$ cat src/rtl/param_mem_arbiter.sv
// Two-port to one-port memory arbiter: round-robin or fixed priority (port 1) on requests,
// in-order response routing through a small FIFO of requester IDs.
module param_mem_arbiter #(
    parameter int MAX_OUTSTANDING = 2,
    parameter bit FIXED_PRIO      = 1'b0
) (
    input  logic        clk,
    input  logic        reset,
    input  logic [66:0] req0_msg,
    input  logic        req0_val,
    output logic        req0_rdy,
    output logic [34:0] resp0_msg,
    output logic        resp0_val,
    input  logic [66:0] req1_msg,
    input  logic        req1_val,
    output logic        req1_rdy,
    output logic [34:0] resp1_msg,
    output logic        resp1_val,
    output logic [66:0] memreq_msg,
    output logic        memreq_val,
    input  logic        memreq_rdy,
    input  logic [34:0] memresp_msg,
    input  logic        memresp_val,
    output logic        err_unexp_resp
);
    localparam int PW = (MAX_OUTSTANDING > 1) ? $clog2(MAX_OUTSTANDING) : 1;
    localparam int CW = PW + 1;

    logic [MAX_OUTSTANDING-1:0] tags_q, tags_d;
    logic [PW-1:0]              head_q, head_d, tail_q, tail_d;
    logic [CW-1:0]              cnt_q, cnt_d;
    logic                       last_grant_q, last_grant_d;
    logic                       err_q, err_d;

    logic full, grant, fire, pop, head_id;

    // Request side: fullness looks only at the registered count, so a pop never frees a slot early.
    always_comb begin
        full = (cnt_q == CW'(MAX_OUTSTANDING));
        if (req0_val && !req1_val)
            grant = 1'b0;
        else if (req1_val && !req0_val)
            grant = 1'b1;
        else if (FIXED_PRIO)
            grant = 1'b1;
        else
            grant = ~last_grant_q;
        memreq_val = (req0_val | req1_val) & ~full;
        memreq_msg = memreq_val ? (grant ? req1_msg : req0_msg) : '0;
        req0_rdy   = ~grant & memreq_rdy & ~full;
        req1_rdy   =  grant & memreq_rdy & ~full;
        fire       = memreq_val & memreq_rdy;
    end

    // Response side: the oldest outstanding tag steers the response.
    always_comb begin
        pop       = memresp_val & (cnt_q != '0);
        head_id   = tags_q[head_q];
        resp0_val = pop & ~head_id;
        resp1_val = pop &  head_id;
        resp0_msg = memresp_msg;
        resp1_msg = memresp_msg;
    end

    always_comb begin
        tags_d       = tags_q;
        tail_d       = tail_q;
        head_d       = head_q;
        last_grant_d = last_grant_q;
        if (fire) begin
            tags_d[tail_q] = grant;
            tail_d         = tail_q + PW'(1);
            last_grant_d   = grant;
        end
        if (pop)
            head_d = head_q + PW'(1);
        cnt_d = cnt_q + CW'(fire) - CW'(pop);
        err_d = err_q | (memresp_val & (cnt_q == '0));
    end

    always_ff @(posedge clk or posedge reset) begin
        if (reset) begin
            tags_q       <= '0;
            head_q       <= '0;
            tail_q       <= '0;
            cnt_q        <= '0;
            last_grant_q <= 1'b1;
            err_q        <= 1'b0;
        end else begin
            tags_q       <= tags_d;
            head_q       <= head_d;
            tail_q       <= tail_d;
            cnt_q        <= cnt_d;
            last_grant_q <= last_grant_d;
            err_q        <= err_d;
        end
    end

    assign err_unexp_resp = err_q;

endmodule
$ cat config.mk
export PLATFORM = sky130hd
export DESIGN_NAME = param_mem_arbiter
export DESIGN_NICKNAME = d
export VERILOG_FILES = /design/src/rtl/param_mem_arbiter.sv
export SDC_FILE = /design/constraint.sdc
export NUM_CORES = 1
export LEC_CHECK = 0
export CORE_AREA = 2 2 123 125
export DETAILED_ROUTE_END_ITERATION = 6
export DIE_AREA = 0 0 125 127
export PLACE_DENSITY_LB_ADDON = 0.08
export REMOVE_ABC_BUFFERS = 1
export SLEW_MARGIN = 30
export SYNTH_ARGS = -nofsm -noshare
export SYNTH_HDL_FRONTEND = slang
export SYNTH_SLANG_ARGS = --single-unit
$ cat constraint.sdc
create_clock -name clk -period 3.3 [get_ports clk]
set_input_delay 0.33 -clock clk [delete_from_list [all_inputs] [get_ports clk]]
set_output_delay 0.33 -clock clk [all_outputs]
set_load 0.005 [all_outputs]
==> impl_metrics.tcl, run 1 <==
set metrics [dict create \
    outcome "completed" \
    rsz0062_at_grt "false" \
    r2r-end "tags_q[1]" \
    cp.required_ns 2.97 \
    syn_area_mm2 0.00191 \
    ys_seq_area_share_pct 10.6 \
    crit_top_cell "clkdlybuf4s50_1" \
    avgSynthCellArea_um2 5.59 \
    dpl.hpwl_mm 9.45 \
    cp_max_fo 46 \
    post_cts_resize_count 0 \
    clk_latency_ns 0.23 \
    fmax_ghz 0.366 \
    die_area_mm2 0.0159 \
    gp_congestion 0.776 \
    cts_setup_buffers 0 \
    worstPathCellList "clkdlybuf4s50_1 -> nand2b_1 -> a21oi_4 -> buf_12 -> nand2_1 -> a21oi_1 -> clkdlybuf4s50_1" \
    htree_levels 1 \
    drtIter0Drc 91 \
    path_clk_slew_ns 0.04 \
    antenna_found_initial 0 \
    fillers 1607 \
    ys_ff_latch 8 \
    floorplan.initialDensity_pct 13.2 \
    clk_path_buf_depth 2 \
    syn_inst 341 \
    slew-limit-headroom_pct 69.6 \
    worstPathArrival_ns 2.40 \
    ys_warn_count 0 \
    wl_per_cell_um 18.5 \
    drtPass1Iterations 6 \
    num_vias 2677 \
    layout_commonest_cell "clkdlybuf4s50_1" \
    crit_slowest_cell "clkdlybuf4s50_1" \
    num_antenna_cells 0 \
    finalCriticalPeriod_ns 2.73 \
    timing.hold.ws_ns 0.361 \
    start_kind "primary input" \
    setup_tns_ns 0 \
    grt_pass1_vias 2693 \
    pre_cts_ws_ns 0.559 \
    holdBufCountCts 0 \
    die_h_um 127 \
    grt_pass1_wl_mm 17.1 \
    io_buffers 212 \
    holdCritPathClass "in2async" \
    grt_max_degree 54 \
    synth_cell_type_count 25 \
    r2r-start "last_grant_q" \
    fin_skew_ns 0.00638 \
    drv_cap 0 \
    worst-r2r-cell-count 4 \
    hold_viol_final 0 \
    area_delta_synth_final_pct 101 \
    worst_pin_slew_ns 0.455 \
    drive_gt1_share_pct 2.97 \
    finalMaxSlewViolations 0 \
    rows 44 \
    ios 318 \
    coreArea_mm2 0.0144 \
    max_stage_delay_ns 0.59 \
    critPathKind "in2out" \
    setup_viol 0 \
    overflow 0 \
    root_buffer "clkbuf_16" \
    clock-sinks 8 \
    fin_crit_sh_pct 82.8 \
    drc 0 \
    wl_mm 12.1 \
    grt_usage_pct 14.0 \
    p_leak_uw 0.00149 \
    cts_buffers 3 \
    ant_nets 0 \
    ir_drop_uv 272 \
    cts_tree "done" \
    die_x_um 125 \
    fin_nets 648 \
    worst_slack_ns 0.567 \
    cp-end-kind "output port" \
    power_density_mw_per_mm2 536 \
    r2r_setup_slack_ns 1.88 \
    viasPerCell 4.09 \
    final_cell_mix "212 x clkdlybuf4s50_1, 136 x nand2_1, 71 x a21oi_1" \
]
## cell type report
type / instances / area (um2) / share of cell area, %
repair buffers: 218 / 2230 / 58.2
clock buffers: 4 / 78.8 / 2.06
well taps: 184 / 230 / 6.01
multi-input cells: 239 / 1080 / 28.3
flip-flops and latches: 8 / 201 / 5.26
inverters: 2 / 7.51 / 0.196
## cells in the mapped netlist (all sizes together)
cell | instances | share of area, %
nand2 | 136 | 27
a21oi | 72 | 19
buf | 84 | 32
clkbuf | 8 | 1.6
dfrtp | 7 | 9.2
nor2 | 8 | 1.6
dfstp | 1 | 1.4
a31oi | 3 | 0.99
a21o | 2 | 0.79
nand2b | 2 | 0.66
mux2i | 1 | 0.53
o21ai | 4 | 1.1
xor2 | 2 | 0.92
o211ai | 1 | 0.39
nor2b | 3 | 0.99
inv | 2 | 0.39
a211oi | 1 | 0.39
ha | 1 | 0.66
nand3 | 1 | 0.26
nor3 | 1 | 0.26
xnor2 | 1 | 0.46
## cell families after synthesis
logic type      share of synthesized area (%)
xor+xnor                                 1.38
simple gates                             30.5
flops                                    10.6
fa+ha+maj                               0.656
mux                                     0.525
buf+inv                                  33.6
compound gates                           22.7
## state kept, by name (all words and copies together) (netlist names)
name and flops:
cnt_q 2, tags_q 2, err_unexp_resp 1, head_q 1, last_grant_q 1, tail_q 1
## routing by layer
metal	global-route usage [%]	up-vias	part of all wire, %
li1	-	1284	-
met1	17.1	1156	41
met2	19.3	226	41
met3	10.8	7	17
met4	1.31	4	0.42
met5	7.12	-	1.2
## how the worst max path moves through the flow
stage / startpoint / endpoint / slack [ns] / cells after the start
3_3_place_gp: req1_val / memreq_msg[27] / 0.57 / 7
6_report: req1_val / memreq_msg[34] / 0.57 / 7
5_1_grt: req1_val / memreq_msg[50] / 0.41 / 7
4_1_cts: req1_val / memreq_msg[27] / 0.56 / 7
3_5_place_dp: req1_val / memreq_msg[27] / 0.56 / 7
2_1_floorplan: req0_val / memreq_msg[0] / 0.26 / 2
## per-stage QoR
stage / utilization, % / std cells / power (uW) / cell area (um2)
2_1_floorplan: - / 249 / 821 / 1270
3_3_place_gp: 26.0 / 651 / 1890 / 3750
3_5_place_dp: 26.0 / 651 / 1890 / 3750
4_1_cts: 26.6 / 655 / 2110 / 3830
5_1_grt: 26.6 / 655 / 2240 / 3830
6_report: 26.6 / 655 / 2050 / 3830
## worst max-delay path: cells and delay by family
family,cells,cell delay (ns)
buffers and inverters,3,1.37
AO/OA/AOI/OAI,2,0.41
AND/OR/NAND/NOR,2,0.24
## where the power goes
group / internal (uW) / leakage (uW) / switching [uW]
Sequential: 148 / 0.0000880 / 49.6
Clock: 161 / 0.0000382 / 43.7
Combinational: 930 / 0.00136 / 720
Total: 1240 / 0.00149 / 814
No activity file was read; power rests on OpenSTA's default activity.
==> inputs of run 2 (changes only) <==
--- a/config.mk
+++ b/config.mk
@@ -5,9 +5,9 @@
 export SDC_FILE = /design/constraint.sdc
 export NUM_CORES = 1
 export LEC_CHECK = 0
-export CORE_AREA = 2 2 123 125
+export CORE_AREA = 2 2 125 127
 export DETAILED_ROUTE_END_ITERATION = 6
-export DIE_AREA = 0 0 125 127
+export DIE_AREA = 0 0 127 129
 export PLACE_DENSITY_LB_ADDON = 0.08
 export REMOVE_ABC_BUFFERS = 1
 export SLEW_MARGIN = 30
==> constraint.sdc (replaced) <==
create_clock -name clk -period 2.56 [get_ports clk]
set_input_delay 0.256 -clock clk [delete_from_list [all_inputs] [get_ports clk]]
set_output_delay 0.256 -clock clk [all_outputs]
set_load 0.005 [all_outputs]
==> run 2 against run 1 <==
Against the previous run: non-clock buffer count increased by 18; design area increased by 5.3%; total power increased by 39%; first-iteration DRC count increased by 1.1%; hold slack got worse by 0.070 ns; largest power group unchanged; clock power increased by 31%; critical endpoint is now memreq_msg[11]; combinational power increased by 42%; flip-flop and latch count unchanged; clock skew decreased by 0.0045 ns; routed wire length increased by 5.5%; worst setup slack got worse by 0.45 ns; final cell count increased by 3.4%.
==> impl_metrics.tcl, run 2 (synthesis gave the netlist of run 1 again) <==
set metrics [dict create \
    outcome "completed" \
    ir_drop_uv 204 \
    wl_per_cell_um 18.9 \
    hold_viol_final 0 \
    viasPerCell 4.17 \
    worst_pin_slew_ns 0.401 \
    fmax_ghz 0.410 \
    worst_slack_ns 0.119 \
    dpl.hpwl_mm 10.3 \
    dp.cells 671 \
    worstPathArrival_ns 2.18 \
    ios 318 \
    power_uw 2850 \
    htree_levels 1 \
    drtIter0Drc 92 \
    fin_nets 666 \
    drv_cap 0 \
    pre_cts_ws_ns 0.0365 \
    cts_buffers 3 \
    critPathKind "in2out" \
    placed_area_mm2 0.00389 \
    gp_congestion 0.747 \
    floorplan.initialDensity_pct 12.7 \
    finish.cell_count_without_fillers 677 \
    num_antenna_cells 0 \
    start_kind "primary input" \
    drtPass1Iterations 5 \
    finalMaxSlewViolations 0 \
    io_buffers 212 \
    grt_pass1_wl_mm 17.6 \
    grt_max_degree 34 \
    layout_commonest_cell "clkdlybuf4s50_1" \
    cp-end-kind "output port" \
    largestRegisters "cnt_q x2, tags_q x2" \
    cp_max_fo 16 \
    drive_gt1_share_pct 6.95 \
    setup_viol 0 \
    clk_path_buf_depth 2 \
    die_area_mm2 0.0164 \
    final_util_pct 26.9 \
    clock-sinks 8 \
    slew-limit-headroom_pct 73.0 \
    drc 0 \
    cp.required_ns 2.30 \
    holdCritPathClass "in2async" \
    grt_usage_pct 14.2 \
    fin_crit_sh_pct 95.4 \
    grt_pass1_vias 2682 \
    cts_tree "done" \
    root_buffer "clkbuf_16" \
    overflow 0 \
    die_h_um 129 \
    area_delta_synth_final_pct 112 \
    power_density_mw_per_mm2 707 \
    wl_mm 12.8 \
    clk_latency_ns 0.23 \
    antenna_found_initial 0 \
    ant_nets 0 \
    holdBufCountCts 0 \
    final_cell_mix "212 x clkdlybuf4s50_1, 136 x nand2_1, 71 x a21oi_1" \
    rows 45 \
    coreArea_mm2 0.0150 \
    die_x_um 127 \
    fin_skew_ns 0.00190 \
    path_clk_slew_ns 0.04 \
    num_vias 2823 \
    finalCriticalPeriod_ns 2.44 \
    p_leak_uw 0.00160 \
    final_area_mm2 0.00403 \
]
[run 2: changes by cell type in the layout (fill, tap and decap cells not counted), sizes merged]
cell,delta
clkbuf,+1
buf,+17
[run 2: metal layers]
metal	up-vias	GRT usage, %	part of all wire [%]
met4	8	1.10	0.35
met5	-	7.06	1.4
li1	1317	-	-
met2	227	20.1	41
met3	12	10.3	16
met1	1259	17.6	41
[run 2: timing repair]
item / 4_1_cts / 5_1_grt
gates cloned: 0 / 1
hold endpoints to repair: 0 / 0
setup buffers: 0 / 1
gates resized for setup: 1 / 3
endpoints found under the setup margin: 1 / 44
pin swaps: 0 / 1
[run 2: final timing paths]
check	from	to	slack (ns)	depth (start not counted)
setup / recovery	req1_val	memreq_msg[11]	0.12	8
hold / removal	reset	head_q	0.29	2
min in group clk	err_unexp_resp	err_unexp_resp	0.46	1
setup reg to reg	last_grant_q	tags_q[1]	1.23	4
hold reg to reg	err_unexp_resp	err_unexp_resp	0.46	1
max in group asynchronous	reset	last_grant_q	1.98	2
[run 2: through the flow]
stage	hold WS, ns	setup TNS [ns]
2_1_floorplan	0.0709	-22.30
3_3_place_gp	0.441	0
3_5_place_dp	0.447	0
4_1_cts	0.294	0
5_1_grt	0.320	-0.00258
6_report	0.291	0
[run 2: critical path: stages]
cell	delay [ns]
clkdlybuf4s50_1	0.57
nand2b_4	0.10
a21oi_4	0.16
buf_12	0.14
buf_6	0.17
nand2_1	0.07
a21oi_1	0.18
clkdlybuf4s50_1	0.53
[run 2: cell type report]
type,count,area [um2]
multi-input combinational,239,1100
fill,1660,10900
inverter,2,7.51
clock buffer,4,78.8
timing repair buffer,236,2410
tap,188,235
sequential,8,201
[run 2: where the power goes]
part	internal (uW)	switching [uW]	leakage, uW
registers	191	48.9	0.0000880
clock network	207	60.0	0.0000382
logic	1370	977	0.00147
